File: src/rtl/rat_io_pkg.sv
// Shared types and I/O port map for the RAT MCU top-level wrapper.
package rat_io_pkg;

    // Debounce FSM states
    typedef enum logic [1:0] {
        RELEASED,
        PRESS_WAIT,
        PRESSED,
        RELEASE_WAIT
    } db_state_t;

    // Wrapper port IDs
    localparam logic [7:0] SWITCHES_ID  = 8'h20;
    localparam logic [7:0] BTN_CNT_ID   = 8'h21;
    localparam logic [7:0] LEDS_ID      = 8'h40;
    localparam logic [7:0] INTR_CTRL_ID = 8'h41;

    // Bit positions inside the INTR_CTRL_ID output register
    localparam int INTR_EN_BIT = 0;   // interrupt enable level
    localparam int CLR_CNT_BIT = 1;   // write 1 to pulse CLR_CNT

endpackage

File: src/rtl/sync_debounce.sv
// Two-flop synchroniser and 4-state debounce FSM for one raw button.
// o_press is high for the single cycle in which the FSM is about to enter
// PRESSED, so downstream registers update on the same edge as o_level.
module sync_debounce
    import rat_io_pkg::*;
#(
    parameter int DEBOUNCE_CYCLES = 500000
) (
    input  logic i_clk,
    input  logic i_rst,
    input  logic i_btn,
    output logic o_level,
    output logic o_press
);

    localparam int CNT_W = (DEBOUNCE_CYCLES > 1) ? $clog2(DEBOUNCE_CYCLES) : 1;
    // Counter is cleared on entry to a WAIT state, so the terminal value is
    // DEBOUNCE_CYCLES-1 to accept exactly 2+DEBOUNCE_CYCLES edges after capture.
    localparam logic [CNT_W-1:0] TERM = CNT_W'(DEBOUNCE_CYCLES - 1);

    logic             r_sync1;
    logic             r_sync2;
    db_state_t        r_state;
    logic [CNT_W-1:0] r_cnt;
    logic             r_level;
    logic             w_term;

    assign w_term  = (r_cnt == TERM);
    // Derived only from registers, so no input-to-output combinational path
    assign o_press = (r_state == PRESS_WAIT) && r_sync2 && w_term;
    assign o_level = r_level;

    // Two-flop synchroniser for the asynchronous button
    always_ff @(posedge i_clk or posedge i_rst) begin
        if (i_rst) begin
            r_sync1 <= 1'b0;
            r_sync2 <= 1'b0;
        end else begin
            r_sync1 <= i_btn;
            r_sync2 <= r_sync1;
        end
    end

    // Debounce FSM: a level change is accepted only after a stable run
    always_ff @(posedge i_clk or posedge i_rst) begin
        if (i_rst) begin
            r_state <= RELEASED;
            r_cnt   <= '0;
            r_level <= 1'b0;
        end else begin
            case (r_state)
                RELEASED: begin
                    if (r_sync2) begin
                        r_state <= PRESS_WAIT;
                        r_cnt   <= '0;
                    end
                end
                PRESS_WAIT: begin
                    if (!r_sync2) begin
                        r_state <= RELEASED;
                        r_cnt   <= '0;
                    end else if (w_term) begin
                        r_state <= PRESSED;
                        r_level <= 1'b1;
                        r_cnt   <= '0;
                    end else begin
                        r_cnt <= r_cnt + CNT_W'(1);
                    end
                end
                PRESSED: begin
                    if (!r_sync2) begin
                        r_state <= RELEASE_WAIT;
                        r_cnt   <= '0;
                    end
                end
                RELEASE_WAIT: begin
                    if (r_sync2) begin
                        r_state <= PRESSED;
                        r_cnt   <= '0;
                    end else if (w_term) begin
                        r_state <= RELEASED;
                        r_level <= 1'b0;
                        r_cnt   <= '0;
                    end else begin
                        r_cnt <= r_cnt + CNT_W'(1);
                    end
                end
                default: begin
                    r_state <= RELEASED;
                    r_cnt   <= '0;
                    r_level <= 1'b0;
                end
            endcase
        end
    end

endmodule

File: src/rtl/btn_intr_gen.sv
// Debounced pushbutton interrupt source feeding the RAT MCU INTR input.
// Adds a fixed-width interrupt pulse stretcher and a wrapping press counter
// on top of sync_debounce.
module btn_intr_gen
    import rat_io_pkg::*;
#(
    parameter int DEBOUNCE_CYCLES = 500000,
    parameter int PULSE_CYCLES    = 4
) (
    input  logic       CLK,
    input  logic       RESET,
    input  logic       BTN_IN,
    input  logic       INTR_EN,
    input  logic       CLR_CNT,
    output logic       INTR,
    output logic       BTN_LEVEL,
    output logic [7:0] PRESS_CNT
);

    // PULSE_CYCLES >= 2, so PC_W is at least 1 and holds PULSE_CYCLES-1
    localparam int PC_W = $clog2(PULSE_CYCLES);

    logic            w_press;
    logic            w_level;
    logic            r_intr;
    logic [PC_W-1:0] r_pcnt;
    logic [7:0]      r_press_cnt;

    sync_debounce #(
        .DEBOUNCE_CYCLES (DEBOUNCE_CYCLES)
    ) u_db (
        .i_clk   (CLK),
        .i_rst   (RESET),
        .i_btn   (BTN_IN),
        .o_level (w_level),
        .o_press (w_press)
    );

    // Pulse stretcher: a press while enabled (re)loads the remaining count;
    // INTR_EN is only looked at on the press edge, so dropping it mid-pulse
    // never truncates and raising it later never fires retroactively.
    always_ff @(posedge CLK or posedge RESET) begin
        if (RESET) begin
            r_intr <= 1'b0;
            r_pcnt <= '0;
        end else if (w_press && INTR_EN) begin
            r_intr <= 1'b1;
            r_pcnt <= PC_W'(PULSE_CYCLES - 1);
        end else if (r_intr) begin
            if (r_pcnt == '0) r_intr <= 1'b0;
            else              r_pcnt <= r_pcnt - PC_W'(1);
        end
    end

    // Press counter: clear has priority over a coincident press
    always_ff @(posedge CLK or posedge RESET) begin
        if (RESET)        r_press_cnt <= 8'd0;
        else if (CLR_CNT) r_press_cnt <= 8'd0;
        else if (w_press) r_press_cnt <= r_press_cnt + 8'd1;
    end

    assign INTR      = r_intr;
    assign BTN_LEVEL = w_level;
    assign PRESS_CNT = r_press_cnt;

endmodule

File: config.mk
export PLATFORM = sky130hd
export DESIGN_NAME = btn_intr_gen
export DESIGN_NICKNAME = d
export VERILOG_FILES = /design/src/rtl/rat_io_pkg.sv /design/src/rtl/sync_debounce.sv /design/src/rtl/btn_intr_gen.sv
export SDC_FILE = /design/constraint.sdc
export NUM_CORES = 1
export LEC_CHECK = 0
export CELL_PAD_IN_SITES_DETAIL_PLACEMENT = 1
export CELL_PAD_IN_SITES_GLOBAL_PLACEMENT = 1
export CORE_MARGIN = 2
export CORE_UTILIZATION = 40
export CTS_BUF_LIST = sky130_fd_sc_hd__clkbuf_8
export DETAILED_ROUTE_END_ITERATION = 7
export DONT_BUFFER_PORTS = 1
export GPL_ROUTABILITY_DRIVEN = 0
export HOLD_SLACK_MARGIN = 0.12
export PLACE_DENSITY_LB_ADDON = 0.3
export REMOVE_ABC_BUFFERS = 1
export SYNTH_ARGS = -nofsm -noshare
export SYNTH_HDL_FRONTEND = slang
export SYNTH_SLANG_ARGS = --single-unit
export TNS_END_PERCENT = 5
File: constraint.sdc
create_clock -name CLK -period 4.7 [get_ports CLK]
set_input_delay 0.94 -clock CLK [delete_from_list [all_inputs] [get_ports CLK]]
set_output_delay 0.94 -clock CLK [all_outputs]
set_load 0.03 [all_outputs]
# Word-level counts from Yosys, hierarchy flattened

Cells that the tools add are included.

Word-level logic and storage cells: 62
Memories kept: 0
Bits in writable memories: 0
Latch bits: 0
Memory bits (read-only): 0
Register bits after elaboration: 35

Div/mod/pow operators: 0
Mux-type cells: 26
Multipliers: 0
$lt $le $gt $ge: 0
Reductions and logical operators: 12
Eq/ne operators: 13
Shift operators: 0
$add $sub $neg: 3
Bitwise operators: 0

Operators by type and width:

| operator                                              | number |
|---|---|
| 2-to-1 mux 19 bit                                     | 5 |
| case mux 19 bit (4 select lines)                      | 1 |
| adder 19 x 1 -> 19 bit, second input constant         | 1 |
| == test 19 bit, second input constant                 | 1 |
| 2-to-1 mux 2 bit                                      | 9 |
| 2-to-1 mux 8 bit                                      | 2 |
| adder 8 x 1 -> 8 bit, second input constant           | 1 |
| inequality test 2 x 1 -> 1 bit, second input constant | 4 |
| case mux 2 bit (4 select lines)                       | 1 |
| 2-to-1 mux 1 bit                                      | 7 |
| inequality test 2 bit, second input constant          | 3 |
| nonzero test 2 bit                                    | 3 |
| AND reduction 5 bit                                   | 1 |
| == test 2 bit, second input constant                  | 2 |
| logical NOT 2 bit                                     | 2 |
| AND reduction 2 bit                                   | 2 |
| AND reduction 4 bit                                   | 1 |
| logical AND 1 bit                                     | 3 |
| inequality test 3 x 1 -> 1 bit, second input constant | 1 |
| inequality test 3 bit, second input constant          | 1 |
| == test 2 x 1 -> 1 bit, second input constant         | 1 |
| case mux 1 bit (2 select lines)                       | 1 |
| subtractor 2 x 1 -> 2 bit, second input constant      | 1 |

# Logic depth before layout (Yosys ltp)

Gate-level depths: netlist (run 1).

Word-level depth: 6
Gate-level depth with buffers: 7
Gate-level depth less buffers: 6

# Hierarchy

From an unflattened synthesis (run 1), not the netlist that was laid out.

Cell total of the unflattened synthesis: 194
Area, all modules: 1886.8 um2

Modules (own cells, without submodules):

| module        | times used | sequential area each (um2) | cells each | area each (um2) |
|---|---|---|---|---|
| sync_debounce | 1          | 600.6                      | 143        | 1368.8 |
| btn_intr_gen  | 1          | 275.3                      | 51         | 518.0 |

# Worst setup path before layout (run 1)

OpenSTA, ideal clock, no wires.

Kind: register to register
Start point: register u_db.r_cnt[0]
End point: register r_press_cnt[5], in the netlist PRESS_CNT[5]
Required time: 4575 ps
Period minus slack after synthesis: 1899 ps
Path slack: 2801 ps
Data arrival time: 1774 ps
Buffers on the path: 1
Setup time: 125 ps
Stages on the path, launching flop included: 8
Cell sequence: dfrtp_1 -> ha_1 -> and4_2 -> nand3_1 -> nor4_2 -> buf_2 -> nand4_1 -> mux2_2

Cells in the longest elaborated chain, start to end: 3

Ends and longest elaborated chain:

| element                      | RTL line            | text |
|---|---|---|
| start: declaration           | sync_debounce.sv:24 | `logic [CNT_W-1:0] r_cnt;` |
| start signal: assignment     | sync_debounce.sv:67 | `r_cnt <= r_cnt + CNT_W'(1);` |
| start signal: assignment     | sync_debounce.sv:85 | `r_cnt <= r_cnt + CNT_W'(1);` |
| == test 19 bit               | sync_debounce.sv:28 | `assign w_term = (r_cnt == TERM);` |
| logical AND 1 bit            | sync_debounce.sv:30 | `assign o_press = (r_state == PRESS_WAIT) && r_sync2 && w_term;` |
| nonzero test 2 bit (no line) | -                   |  |
| end signal: assignment       | btn_intr_gen.sv:59  | `else if (w_press) r_press_cnt <= r_press_cnt + 8'd1;` |
| end: declaration             | btn_intr_gen.sv:27  | `logic [7:0] r_press_cnt;` |

No other way between the ends.
A chain may end at the register's enable or synchronous reset.

# Worst setup path in the final report (run 1)

Start point: register u_db.r_cnt[0]
End point: register r_press_cnt[6], in the netlist PRESS_CNT[6]

The elaborated chain is that of the path after synthesis.

==> results of run 1 <==
## area by class of cell
type | count | area share
multi-input combinational | 153 | 0.457
sequential | 35 | 0.442
clock buffer | 5 | 0.0347
tap | 52 | 0.0328
inverter | 9 | 0.0170
clock inverter | 3 | 0.0126
timing repair buffer | 1 | 0.00379
## metrics by stage
step                      power [mW]  hold WS (ns)  cells
final                          0.741         0.359    258
after global routing           0.784         0.368    258
after CTS                      0.749         0.362    258
after detailed placement       0.516         0.344    250
after global placement         0.506         0.341    250
after floorplan                0.457         0.331    197
## registers in the layout (all words and copies together) (netlist names), named ones only
signal        count
INTR              1
PRESS_CNT         8
r_pcnt            2
u_db.o_level      1
u_db.r_cnt       19
u_db.r_state      1
u_db.r_sync1      1
u_db.r_sync2      1
## layer usage
metal  wire length [um]  vias up  part of all wire
met1               2070      755              0.46
met5                  0        -                 0
met4                 70        0             0.016
met3                123        7             0.028
met2               2200       19              0.49
li1                   -      727                 -
## worst max-delay path, delay by kind of cell (launching register included)
kind	cells	cell delay, ns
and+or+nand+nor	4	1.48
DFF	1	0.42
muxes	1	0.33
adders and majority gates	1	0.25
## final timing paths
| path | slack (ns) | endpoint | cells past startpoint |
|---|---|---|---|
| worst max-delay path | 2.11 | PRESS_CNT[6] | 6 |
| worst min-delay path | 0.36 | u_db.r_sync2 | 0 |
| worst max register to register | 2.11 | PRESS_CNT[6] | 6 |
| worst min register to register | 0.36 | u_db.r_sync2 | 0 |
| max in group asynchronous | 3.74 | PRESS_CNT[2] | 2 |
| min in group asynchronous | 0.64 | INTR | 2 |
## power breakdown
group / switching [mW] / leakage [nW] / internal [mW]
clock: 0.125 / 0.0443 / 0.106
sequential: 0.0245 / 0.469 / 0.319
combinational: 0.121 / 0.322 / 0.0446
## layout by cell type (no fill, tap or decap), types with 2 or more instances in the layout
cell / instances
nor2_1: 14
mux2_2: 4
o21ai_0: 14
nand2_1: 28
xor2_1: 3
ha_1: 3
or2_2: 3
nor4_1: 2
nor3_1: 3
clkbuf_8: 5
xnor2_1: 2
inv_1: 9
nand3_1: 15
or3_1: 9
dfrtp_1: 35
a31o_2: 2
a21oi_1: 10
nand2b_1: 3
nand4_1: 10
a31oi_1: 2
mux2i_1: 2
and3_1: 3
nor2b_1: 5
clkinv_4: 2
## cell families (layout without fill, tap and decap cells)
kind of cell / after synthesis / after routing / share of synthesized area
xor+xnor: 5 / 5 / 0.0237
flops: 35 / 35 / 0.475
simple gates: 103 / 103 / 0.296
compound gates: 36 / 36 / 0.117
fa+ha+maj: 3 / 3 / 0.0203
mux: 6 / 6 / 0.0353
buf+inv: 16 / 18 / 0.0339
==> results, run 1 <==
- The count of max-cap constraint violations is 0.
- The setup path with the least slack is of type register to register.
- The prevailing post-synth register cell is dfrtp_1.
- The die span in x is between 70 and 80 um.
- The initial utilization of the core area, before any placement, comes to 0.418.
- The final count of pins violating max slew is 0.
- For this design the top-level I/O count stands at 15.
- The chip height is 71.9 um.
- In the finished design, the share of the clock period the worst path needs comes to 0.551.
- The count of synthesis-stage warnings from yosys is 0.
- The met3 routing resource usage after global routing is 0.0472.
- The sum of net half-perimeters after detailed placement is roughly 3100 um.
- In this run the number of H-tree levels came out at 2.
- The routed design could run at a clock period as short as approximately 2.6 ns.
- CTS saw 35 sinks.
- The met2 usage in global routing is 0.302.
- The routed length per instance is about 17 um.
- The initialized floorplan defines 24 standard-cell rows.
- In this run the clock root is driven by a clkbuf_8.
- The register area is 876 um2.
- The total wire length is about 4500 um.
- The analysis attributes to cell leakage a power of between 0.8 and 0.9 nW.
- The placed instance area is approximately 1900 um2.
- The repair_antennas step left the layout with diodes totalling 0.
- Power spread over the standard cell area amounts to 374 nW/um2.
- The worst slew slack as a fraction of its limit is 0.193.
- The detailed router finished its first iteration with 147 violations.
- The layout cell share with drive strength beyond 1 is 0.117.
- The final-report hold violation count was 0.
- After detailed routing, the number of remaining DRC violations is 0.
- Counting instances in the post-synthesis netlist gives the leading cell types as dfrtp_1 (35), nand2_1 (28), nand3_1 (15).
- The type of the worst min-delay path is register to register.
- Relative to the synthesized area, the layout overhead comes to 7.46%.
- The critical-path cell with the highest stage delay is nor4_2.
- For this run, the slowest stage of the critical path takes between 0.8 and 0.9 ns.
- Once detail routing completed, the nets flagged for antenna violations numbered 0.
- The initial antenna violation count is 0.
- For met1 alone, demand over resource in global routing was 0.252.
- The detailed router placed 1508 vias in this run.
- In the routed layout, each cell is associated on average with a via count of between 5 and 6.
- The core region is between 4000 and 5000 um2.
- The maximum root-to-sink buffer count is 2.
- The critical path goes through ha_1 > and4_2 > nand3_1 > nor4_2 > nand4_1 > mux2_2.
- TritonCTS built the clock tree.
- Setup repair after global routing left no endpoint under its margin.
- The number of fill cells is roughly 500.
- The number of synthesized register bits is 35.
- With fillers left out, the area of the finished cells amounts to roughly 2000 um2.
- Clock-pin slew was measured on the worst setup and hold paths at roughly 0.08 ns.
- In this run the mean area of a mapped cell was slightly above 9 um2.
- The capturing element type of the critical path is a register.
- Port buffering added 0 buffers.
- The async set or reset register ratio after synthesis is 1.00.
- The final core utilization is 0.449.
- Setup violations remaining at the end of the flow were counted as 0.
- The count of hold buffers inserted by post-cts repair is 0.
- The via count of the first global-routing pass came to between 1500 and 2000.
- The timing-limited maximum frequency is between 300 and 400 MHz.
- The first global-routing pass estimated 7500 um of wire.
- Setup slack on the critical path of the routed design comes to 2.11 ns.
- The number of buffers added by the clock tree synthesis step is 5.
- The layer carrying the most global-route usage is met2.
- Yosys attributes the largest share of cell area to dfrtp_1 (47%), nand2_1 (5.7%), nand3_1 (4.1%), o21ai_0 (3.8%), nand4_1 (3.4%).
- Summed over all instances, the cell type with the most area after synthesis is dfrtp_1.
- For the worst setup path, the data arrival time is 2.78 ns.
- Across every metal layer, demand over resource in global routing totals 0.191.
- The area share of the largest cell type after synthesis is 0.475.
- The worst setup path is launched from a register.
- The number of gates given a new drive strength after cts is 0.
- The clock arrives with around 0.0056 ns of skew.
- The most common cell in the synthesized netlist is dfrtp_1.
- The critical path startpoint is u_db.r_cnt[0].
- Post-CTS timing repair inserted 0 buffers for setup.
- The final setup TNS is 0 ns.
- The post-synthesis instance area is between 1500 and 2000 um2.
- Synthesis instantiated 40 different standard cells from the library.
- The first TritonRoute pass finished after 4 iterations.
- The maximum vdd ir drop is 0.225 mV.
- The largest net degree at the start of global routing is 36.
- In the final layout, the multi-input gates occupy slightly above 900 um2.
- After technology mapping, the gate count stands at around 200.
- The number of nets in the layout is roughly 210.
- In this run the worst path has a maximum fanout of 12.
- The die covers a little over 5000 um2.
- The worst hold path begins at u_db.r_sync1.
- The fraction of the yosys area taken by sequential cells is 0.475.
- The run finished with clean final reports.
- The aggregate global routing overflow is 0.
- At the placement stage, the worst setup path has a slack of 2.10 ns.
- The source-to-sink clock delay at the later pin of the worst-skew pair is ~0.30 ns.
- In this run the critical register-to-register path is launched from u_db.r_cnt[0].
- The transition time at the pin with the least slew margin is around 1.2 ns.
- The number of enable-type register cells in the synthesized netlist is 0.
- The required arrival time at the worst endpoint is 4.89 ns.
(Power assumes the default switching activity.)
==> run 2: changes to the inputs <==
- clock period: 4.7 -> 2.34 ns (I/O delays scaled with it)
==> run 2 against run 1 <==
Clock skew grew 0.0082 ns. Routed wire length grew 2.3%. First-iteration DRC count shrank 32%. Sequential share of layout area shrank 0.74 points. Clock-buffer cell count is the same. Critical path depth is the same. Utilization grew 0.77 points. Total power grew 100%. Final cell count grew 1.6%. Highest routed layer unchanged.
==> results, run 2 (synthesis results as in run 1) <==
- Summing all placed instances gives a cell area of 1930 um2.
- The count of inserted antenna diode cells is 0.
- After detailed routing, the number of vias per cell comes to 5.85.
- The layout cell share with drive strength beyond 1 is 0.129.
- The final layout contains routed wiring with a total length of around 4600 um.
- The die span in x is 71.9 um.
- For the pin with the worst max-slew slack, the measured transition is 0.673 ns.
- The number of setup buffers added after CTS is 0.
- The worst stage delay on the critical path is ~0.46 ns.
- The layout overhead on the synthesized area is 9.29%.
- The clock tree skew after final layout is 0.0138 ns.
- Detailed placement ended at an HPWL of about 3300 um.
- The final count of pins violating max slew is 0.
- The count of max-cap constraint violations is 0.
- The leakage power is 0.861 nW.
- The maximum vdd ir drop is 0.420 mV.
- The setup violation total in the final timing report is 0.
- The final cell count without fillers is approximately 260.
- In the routed design, unresolved DRC markers number 0.
- The number of gates given a new drive strength after cts is 0.
- The library cells used most frequently in the layout, excluding fill and tap cells, are dfrtp_1 (35), nand2_1 (28), nand3_1 (15).
- The wire length of the first global-routing pass is ~7900 um.
- At the worst endpoint, the arrival time is approximately 2.3 ns.
- The initial utilization of the core area, before any placement, comes to 0.418.
- Static timing analysis puts the maximum clock frequency at approximately 480 MHz.
- In this run the deepest clock path goes through 2 buffers.
- The root buffer cell is clkbuf_8.
- The chip height is approximately 72 um.
- The worst setup path is captured at a register.
- In this run the tool buffered the top-level ports with 0 buffer cells.
- The total global routing track utilization is 0.201.
- The share of the cycle needed by the critical path after routing is 0.885.
- The worst pin sits at a relative slew slack of 0.551.
- Setup repair after global routing left no endpoint under its margin.
- The register with the most flip-flops in the layout has 19 of them.
- Entering global routing, the biggest net connects 21 pins.
- STA puts the critical path data required time at between 2 and 3 ns.
- The leading cell type in the layout, fill and taps excluded is dfrtp_1.
- Walking the worst path, the cells encountered are nor4bb_1 > nand3_1 > nor4_2 > buf_4 > nand4_1 > mux2_2.
- Setup total negative slack on the finished layout was measured at 0 ns.
- The reg2reg setup slack is 0.27 ns.
- The initial antenna violation count is 0.
- The flow ran to the end, and the final reports show no timing, DRC or antenna violations.
- The type of the setup path with the least slack is register to register.
- The final-report hold violation count was 0.
- The via count of the first global-routing pass came to roughly 1700.
- Summing all non-filler instances in the final layout gives an area of slightly above 2000 um2.
- The critical path launch point type is a register.
- The number of iterations in the first detailed-routing pass is 4.
- The die area is ~5200 um2.
- In this run, post-CTS hold repair placed 0 buffers.
- The post-placement cell count is 254.
- Summed over all layers, the global routing overflow is 0.
- The number of nets in the layout is approximately 220.
- The tightest min-delay check is of the input port to asynchronous set/reset pin type.
- The startpoint of the worst-slack reg-to-reg timing path is u_db.r_cnt[11].
- The H-tree depth reported by CTS is 2.
- The reg-to-reg critical path endpoint is PRESS_CNT[4].
- The region available for standard cell placement spans around 4400 um2.
- TritonCTS built the clock tree.
- In this run the count of I/O pins placed on the die edge is 15.
- The floorplan has 24 rows.
- In this run the worst path has a maximum fanout of 12.
- The register clock-pin slew on the reported worst setup and hold paths is roughly 0.08 ns.
- The register with the most flip-flops is u_db.r_cnt.
- The clock sink count is 35.
- The number of cells on the worst reg-to-reg path is 6.
- The routed length per instance is approximately 17 um.
- The routed layout has approximately 1500 vias.
- The detail route stage leaves a number of antenna-violating nets equal to 0.
- The minimum clock period is 2.07 ns.
- The first routing iteration left 100 violations.
- Counting the buffers created by CTS gives 5.
- The source-to-sink clock delay at the later pin of the worst-skew pair is about 0.3 ns.
- Dividing total power by cell area gives a power density of 738 nW/um2.
- The critical-path cell with the highest stage delay is dfrtp_1.
run 2: worst max-delay path by stage:
stage	from	endpoint	slack, ns	depth (start not counted)
finish	u_db.r_cnt[11]	PRESS_CNT[4]	0.27	6
global route	register	u_db.r_cnt[11]	0.01	5
global placement	u_db.r_cnt[11]	PRESS_CNT[6]	0.30	6
CTS	u_db.r_cnt[11]	PRESS_CNT[4]	0.20	6
detailed placement	u_db.r_cnt[11]	PRESS_CNT[4]	0.20	6
floorplan	u_db.r_cnt[0]	PRESS_CNT[7]	0.19	6
run 2: routing by layer:
layer,share of wire,vias up,GRT usage
li1,-,733,-
met1,0.45,766,0.256
met3,0.027,10,0.0500
met2,0.49,23,0.323
met5,0,-,0
met4,0.029,0,0.0901
run 2: layout make-up:
cell class / count / area (um2)
tap: 52 / 65.1
multi-input combinational: 153 / 907
timing repair buffer: 5 / 50.0
fill: 520 / 2400
sequential: 35 / 876
clock buffer: 5 / 68.8
clock inverter: 3 / 16.3
inverter: 9 / 33.8
run 2: per-stage QoR:
stage                      util  hold WS, ns  worst slack, ns  total power [mW]
after floorplan               -        0.331            0.193             0.918
after global placement    0.438        0.339            0.298              1.04
after detailed placement  0.438        0.357            0.199              1.07
after CTS                 0.457        0.179            0.195              1.51
after global routing      0.457        0.180           0.0119              1.58
final                     0.457        0.147            0.270              1.49
run 2: critical path, delay by kind of cell (launching register included):
family | cells | cell delay [ns]
buffers and inverters | 1 | 0.23
AND/OR/NAND/NOR | 4 | 0.97
multiplexers | 1 | 0.31
flip-flops | 1 | 0.46
run 2: where the power goes:
part	internal, mW	leakage [nW]	switching [mW]
logic	0.112	0.347	0.260
clock network	0.204	0.0453	0.227
registers	0.642	0.469	0.0443
